**src/rtl/lbimat_sched.sv**
```systemverilog
// Row-engine scheduler for the LBI matrix check: hands matrix rows to a pool of shared
// engines, collects each row's parity bit and presents the full result vector.
module lbimat_sched #(
   parameter int NUM_ROW = 140,
   parameter int NUM_ENG = 4,
   parameter int RESW    = 6
) (
   input  logic                    clk,
   input  logic                    reset,
   input  logic                    msg_vld,
   output logic                    msg_rdy,
   output logic                    msg_load,
   output logic [NUM_ENG-1:0]      eng_start,
   output logic [7:0]              eng_row,
   input  logic [NUM_ENG-1:0]      eng_done,
   input  logic [NUM_ENG*RESW-1:0] eng_res,
   output logic [NUM_ROW-1:0]      res_out,
   output logic                    res_vld,
   input  logic                    res_rdy,
   output logic                    err
);

   typedef enum logic [2:0] {IDLE, LOAD, DISPATCH, DRAIN, OUTPUT} stateT;

   localparam logic [7:0] ROW_LIMIT = 8'(NUM_ROW);
   localparam logic [7:0] LAST_ROW  = 8'(NUM_ROW - 1);

   stateT               r_state;
   logic [7:0]          r_rowCnt;
   logic [NUM_ENG-1:0]  r_busy;
   logic [7:0]          r_rowOf [NUM_ENG];
   logic [NUM_ROW-1:0]  r_resOut;
   logic                r_err;

   logic [NUM_ENG-1:0]  w_start;
   logic                w_found;
   logic [NUM_ENG-1:0]  w_spurious;
   logic                w_unusedRes;

   // Lowest-index free engine wins; busy reflects last cycle's done, so a freed engine waits one cycle.
   always_comb begin
      w_start = '0;
      w_found = 1'b0;
      if (r_state == DISPATCH && r_rowCnt < ROW_LIMIT) begin
         for (int i = 0; i < NUM_ENG; i++) begin
            if (!r_busy[i] && !w_found) begin
               w_start[i] = 1'b1;
               w_found    = 1'b1;
            end
         end
      end
   end

   assign w_spurious = eng_done & ~r_busy;
   // Only the parity bit of each engine sum is consumed.
   assign w_unusedRes = ^eng_res;

   assign msg_rdy   = (r_state == IDLE);
   assign msg_load  = (r_state == LOAD);
   assign res_vld   = (r_state == OUTPUT);
   assign eng_start = w_start;
   assign eng_row   = w_found ? r_rowCnt : 8'd0;
   assign res_out   = r_resOut;
   assign err       = r_err;

   always_ff @(posedge clk) begin
      if (reset) begin
         r_state  <= IDLE;
         r_rowCnt <= '0;
         r_busy   <= '0;
         r_resOut <= '0;
         r_err    <= 1'b0;
         for (int i = 0; i < NUM_ENG; i++) r_rowOf[i] <= '0;
      end else begin
         if (|w_spurious) r_err <= 1'b1;

         for (int i = 0; i < NUM_ENG; i++) begin
            if (w_start[i]) r_rowOf[i] <= r_rowCnt;
         end

         if (r_state == LOAD) begin
            r_busy   <= '0;
            r_resOut <= '0;
         end else begin
            r_busy <= (r_busy & ~eng_done) | w_start;
            for (int i = 0; i < NUM_ENG; i++) begin
               if (eng_done[i] && r_busy[i]) r_resOut[r_rowOf[i]] <= eng_res[i*RESW];
            end
         end

         case (r_state)
            IDLE: begin
               if (msg_vld) r_state <= LOAD;
            end
            LOAD: begin
               r_rowCnt <= '0;
               r_state  <= DISPATCH;
            end
            DISPATCH: begin
               if (w_found) begin
                  r_rowCnt <= r_rowCnt + 8'd1;
                  if (r_rowCnt == LAST_ROW) r_state <= DRAIN;
               end
            end
            DRAIN: begin
               if (r_busy == '0) r_state <= OUTPUT;
            end
            OUTPUT: begin
               if (res_rdy) r_state <= IDLE;
            end
            default: r_state <= IDLE;
         endcase
      end
   end

endmodule

```
**config.mk**
```make
export PLATFORM = sky130hd
export DESIGN_NAME = lbimat_sched
export DESIGN_NICKNAME = d
export VERILOG_FILES = /design/src/rtl/lbimat_sched.sv
export SDC_FILE = /design/constraint.sdc
export NUM_CORES = 1
export LEC_CHECK = 0
export ABC_AREA = 1
export CAP_MARGIN = 20
export CORE_MARGIN = 2
export CORE_UTILIZATION = 25
export CTS_BUF_LIST = sky130_fd_sc_hd__clkbuf_4
export CTS_CLUSTER_SIZE = 14
export DETAILED_ROUTE_END_ITERATION = 10
export MAX_ROUTING_LAYER = met4
export PLACE_DENSITY_LB_ADDON = 0.12
export SYNTH_ARGS = -nofsm -noshare
export SYNTH_HDL_FRONTEND = slang
export SYNTH_SLANG_ARGS = --single-unit
```
**constraint.sdc**
```tcl
create_clock -name clk -period 2.95 [get_ports clk]
set_input_delay 0.59 -clock clk [delete_from_list [all_inputs] [get_ports clk]]
set_output_delay 0.59 -clock clk [all_outputs]
set_load 0.02 [all_outputs]
```
After elaboration in Yosys (flattened, before gate mapping)
Memories as Yosys holds them, arrays and structs flattened.
Cells that the tools add are included.
- add/subtract/negate cells: 1
- order comparisons: 9
- eq/ne operators: 10
- muxes and demuxes: 61
- bitwise operators: 9
- reduce and logical (&&, ||, !) cells: 25
- operators with widths (kind ; number):
    2-to-1 mux 140 bit ; 10
    bitwise mux 140 bit ; 4
    2-to-1 mux 8 bit ; 6
    less-than comparator 8 x 9 -> 1 bit, second input constant ; 4
    demux 1 bit (select 8 bit) ; 4
    >= comparator 8 x 1 -> 1 bit, second input constant ; 4
    2-to-1 mux 1 bit ; 29
    one-hot mux 8 bit (2 select lines) ; 1
    2-to-1 mux 3 bit ; 5
    one-hot mux 3 bit (5 select lines) ; 1
    logical AND 1 bit ; 12
    adder 8 x 1 -> 8 bit, second input constant ; 1
    bitwise AND 4 bit ; 2
    equality test 8 bit, second input constant ; 1
    less-than comparator 8 bit, second input constant ; 1
    NOT 4 bit ; 2
    equality test 3 x 2 -> 1 bit, second input constant ; 2
    logical NOT 1 bit ; 6
    != test 2 bit, second input constant ; 3
    AND reduction 5 bit ; 1
    logical NOT 4 bit ; 1
    2-to-1 mux 4 bit ; 1
    != test 2 x 1 -> 1 bit, second input constant ; 2
    OR 1 bit ; 4
    other kinds (8) ; 8
- flip-flop bits (word level): 156
- RAM bits: 32
- bits of input ports: 32
- output and inout port bits: 156
- logic and storage cells: 121
- memories kept: 1
- memories (memory ; words ; bits a word ; rd ports ; clocked after memory_dff ; write ports ; RTL line ; RTL):
    r_rowOf ; 4 ; 8 ; 4 ; 0 ; 4 ; 31 ; logic [7:0] r_rowOf [NUM_ENG];

Logic depth before layout (Yosys ltp)
- depth after elaboration: 19
- depth in mapped cells: 11
- gate-level depth less buffers: 10

Worst setup path after synthesis
Ideal clock, no wire load.
- kind: reg2reg
- start: register r_state[2]
- end: memory r_rowOf[1][0] (enable)
- library setup time: 384 ps
- data arrival time: 1594 ps
- data required time: 2566 ps
- path slack: 972 ps
- cell stages (with the launch flop): 8
- path buffers: 0
- period minus slack after synthesis: 1978 ps
- path through: dfxtp_1 nor2_1 inv_2 nor2_4 nand2_2 nor2_1 inv_1 o21ai_0
- RTL lines (element ; RTL line ; RTL):
    start: declaration ; 28 ; stateT r_state;
    start signal: assignment ; 68 ; r_state <= IDLE;
    start signal: assignment ; 93 ; if (msg_vld) r_state <= LOAD;
    start signal: assignment ; 97 ; r_state <= DISPATCH;
    end: declaration ; 31 ;

Worst setup path in the final report
- start: register r_rowCnt[4]
- end: output eng_start[2]
- cells in the longest elaborated chain, start to end: 3
- ends and longest elaborated chain (element ; RTL line ; RTL):
    start: declaration ; 29 ; logic [7:0] r_rowCnt;
    start signal: assignment ; 101 ; r_rowCnt <= r_rowCnt + 8'd1;
    less-than comparator 8 bit ; 44 ; if (r_state == DISPATCH && r_rowCnt < ROW_LIMIT) begin
    logical AND 1 bit ; 44 ;
    2-to-1 mux 4 bit ; 44 ;
    end: declaration ; 13 ; output logic [NUM_ENG-1:0] eng_start,
No other way between the ends.

==> results.json <==
{
  "synth_most_common_cell": "nand2_1",
  "synth_ff_type": "dfxtp_1",
  "crit_top_cell": "nand2_2",
  "clock_sinks": 188,
  "synth.cell_area_um2": 14450,
  "worstMarginPinSlew_ps": 992.4,
  "hold_start": "eng_res[18]",
  "power_density_nw_per_um2": 340.6,
  "path_cells": "nor2_1 > nand3_1 > nand2_2 > nand2_2 > nor3_2 > clkdlybuf4s15_2",
  "drtIter0Drc": 2178,
  "synth_area_leader_cell": "dfxtp_1",
  "hold_end": "res_out[81]",
  "numCtsBuffers": 17,
  "antenna_found_initial": 2,
  "clk_path_buf_depth": 2,
  "hold_violations": 0,
  "placed_cells": 3331,
  "synthArstFlopShare_pct": 0,
  "worstSkewPairLatency_ps": 820,
  "crit_arrival_ps": 2200,
  "area_growth_pct": 23.98,
  "grt_max_degree": 80,
  "period_share_pct": 94.66,
  "synth_cell_types": 35,
  "fillerInstances": 6439,
  "ys_top_cells_by_area": "dfxtp_1, nand2_1, nand3_1",
  "drc": 0,
  "setup_viol": 0,
  "pin_count": 188,
  "yosysWarnings": 0,
  "critPathTopFamily": "simple AND/OR/NAND/NOR gates",
  "finalSetupTns_ps": 0,
  "nets": 2622,
  "synth.yosys.seq_area_share_pct": 28.26,
  "rrSetupSlack_ps": 570,
  "rows": 88,
  "synth_enable_flop_cells": 32,
  "irDropWorstVdd_mv": 0.3789,
  "fmax_mhz": 358.1,
  "synth_common_cells": "nand2_1, nand3_1, o21ai_0",
  "rr_startpoint": "r_rowOf[1][4]",
  "clkTransAtPathRegs_ps": 190,
  "dr.pass1.iters": 6,
  "maxSlewViolCount": 0,
  "avgSynthCellArea_um2": 6.016,
  "pre_cts_slack_ps": 298.5,
  "vias_per_cell": 5.552,
  "crit_buf_inv": 1,
  "reg2reg_depth": 8,
  "drt-total-wl_um": 80740,
  "final_util_pct": 31.17,
  "rr_endpoint": "res_out[75]",
  "drv_cap": 0,
  "p_leak_nw": 5.936,
  "place_congestion": 0.9295,
  "synth_top_area_share_pct": 21.61,
  "crit_type": "flip-flop to output pin",
  "vias": 18710,
  "outcome": "completed",
  "slew_headroom_pct": 33.84,
  "ant_nets": 0,
  "chipHeight_um": 244.4,
  "grt_overflow": 0,
  "floorplan.initialDensity_pct": 25.14,
  "core_um2": 57480,
  "drive_gt1_share_pct": 8.109,
  "htree_levels": 4,
  "crit_path_end_kind": "output pin",
  "worstHoldPathType": "input pin to flip-flop",
  "cts_tree": "built",
  "final_cell_count_no_fill": 3369,
  "grt_pass1_vias": 17780,
  "wl_per_cell_um": 23.96,
  "io_buffers": 167,
  "dpl.hpwl_um": 55990,
  "grtUsageTotal_pct": 27.24,
  "clockRootBuffer": "clkbuf_4",
  "synth_fp_nets": 2435,
  "cp_slowest_cell": "dfxtp_2",
  "ys_seq_elements": 188,
  "slowest_delay_ps": 390,
  "setup_ws_ps": 157.7,
  "netlist_instances": 2402,
  "skew_ps": 36.82,
  "die_w_um": 244.4,
  "stdcell_area_um2": 17920,
  "die_area_um2": 59740,
  "path_max_fanout": 7,
  "critPathRequiredTime_ps": 2360,
  "hold_path_depth": 3,
  "place_area_um2": 17570,
  "grt_pass1_wl_um": 117400,
  "start_kind": "flip-flop",
  "fin_crit_ps": 2792
}
==> state kept, by name, indices dropped and copies added (netlist names) <==
| name | flops |
|---|---|
| err | 1 |
| r_busy | 4 |
| r_rowCnt | 8 |
| r_rowOf | 32 |
| r_state | 3 |
| res_out | 140 |
==> cell usage in the layout, fill, tap and decap left out, types with 4 or more instances in the layout <==
| cell type | count |
|---|---|
| a21oi_1 | 219 |
| nand3b_1 | 55 |
| nor2_2 | 16 |
| clkdlybuf4s50_1 | 151 |
| nand2_2 | 4 |
| buf_2 | 4 |
| nand4_1 | 6 |
| inv_2 | 14 |
| dfxtp_2 | 5 |
| inv_1 | 263 |
| o21ai_1 | 20 |
| nand3_1 | 275 |
| a22oi_1 | 40 |
| dfxtp_1 | 151 |
| clkinv_1 | 25 |
| clkbuf_4 | 21 |
| a21boi_0 | 8 |
| o31ai_1 | 93 |
| nor2_1 | 234 |
| dlygate4sd2_1 | 7 |
| o22ai_1 | 53 |
| buf_12 | 8 |
| o21ai_0 | 268 |
| buf_4 | 119 |
| o21a_1 | 6 |
| edfxtp_1 | 32 |
| nand2_1 | 472 |
==> final cells by class <==
cell class	instances	area, µm²	share of cell area (%)
Timing Repair Buffer	293	2685	14.99
Multi-Input combinational cell	1789	8755	48.86
Antenna cell	2	5.005	0.02793
Tap cell	765	957.2	5.342
Clock buffer	21	157.7	0.8799
Clock inverter	11	141.4	0.7891
Inverter	300	1126	6.285
Sequential cell	188	4090	22.83
==> per-layer routing <==
| metal | vias up | track usage, % | part of all wire [%] | routed length [µm] |
|---|---|---|---|---|
| li1 | 8558 | - | - | - |
| met1 | 8944 | 35.39 | 43 | 34360 |
| met2 | 1007 | 41.40 | 45 | 36440 |
| met3 | 197 | 5.070 | 8.4 | 6805 |
| met4 | 0 | 11.35 | 3.9 | 3130 |
| met5 | - | - | 0 | 0 |
==> worst max path at each step <==
stage,cells past startpoint,to,startpoint
2_1_floorplan,7,r_rowOf[1][0],r_state[2]
3_3_place_gp,10,res_out[5],eng_done[2]
3_5_place_dp,7,res_out[117],eng_done[2]
4_1_cts,8,eng_start[1],r_state[2]
5_1_grt,6,eng_start[2],r_rowCnt[4]
6_report,6,eng_start[2],r_rowCnt[4]
==> what timing repair did <==
action	CTS	global route
setup endpoints to repair	12	12
pin swaps	1	1
gates resized for setup	26	10
setup buffers	2	0
hold buffers	0	0
hold endpoints to repair	0	0
==> tightest hold or removal path: stages <==
cell and delay [ps]:
buf_4 310, o21ai_0 240, a21oi_1 50
==> power breakdown <==
group	switching [W]	internal [W]
Clock	0.00114	0.000622
Combinational	0.00119	0.000393
Sequential	0.0000849	0.00268
Total	0.00241	0.00369
==> through the flow <==
step | total power, W | hold WS (ps)
floorplan | 0.003713 | 468.3
global placement | 0.004338 | 479.6
detailed placement | 0.004345 | 491.8
CTS | 0.006126 | 316.2
global route | 0.006370 | 359.1
finish | 0.006103 | 404.1
==> cells by family after synthesis <==
| kind of cell | after synthesis | share of synthesized area (%) |
|---|---|---|
| simple gates | 1074 | 32.44 |
| compound gates | 712 | 27.76 |
| buf+inv | 425 | 11.33 |
| flops | 188 | 28.26 |
| xor+xnor | 2 | 0.1212 |
| fa+ha+maj | 1 | 0.08657 |
Power figures use the tool's default switching activity.
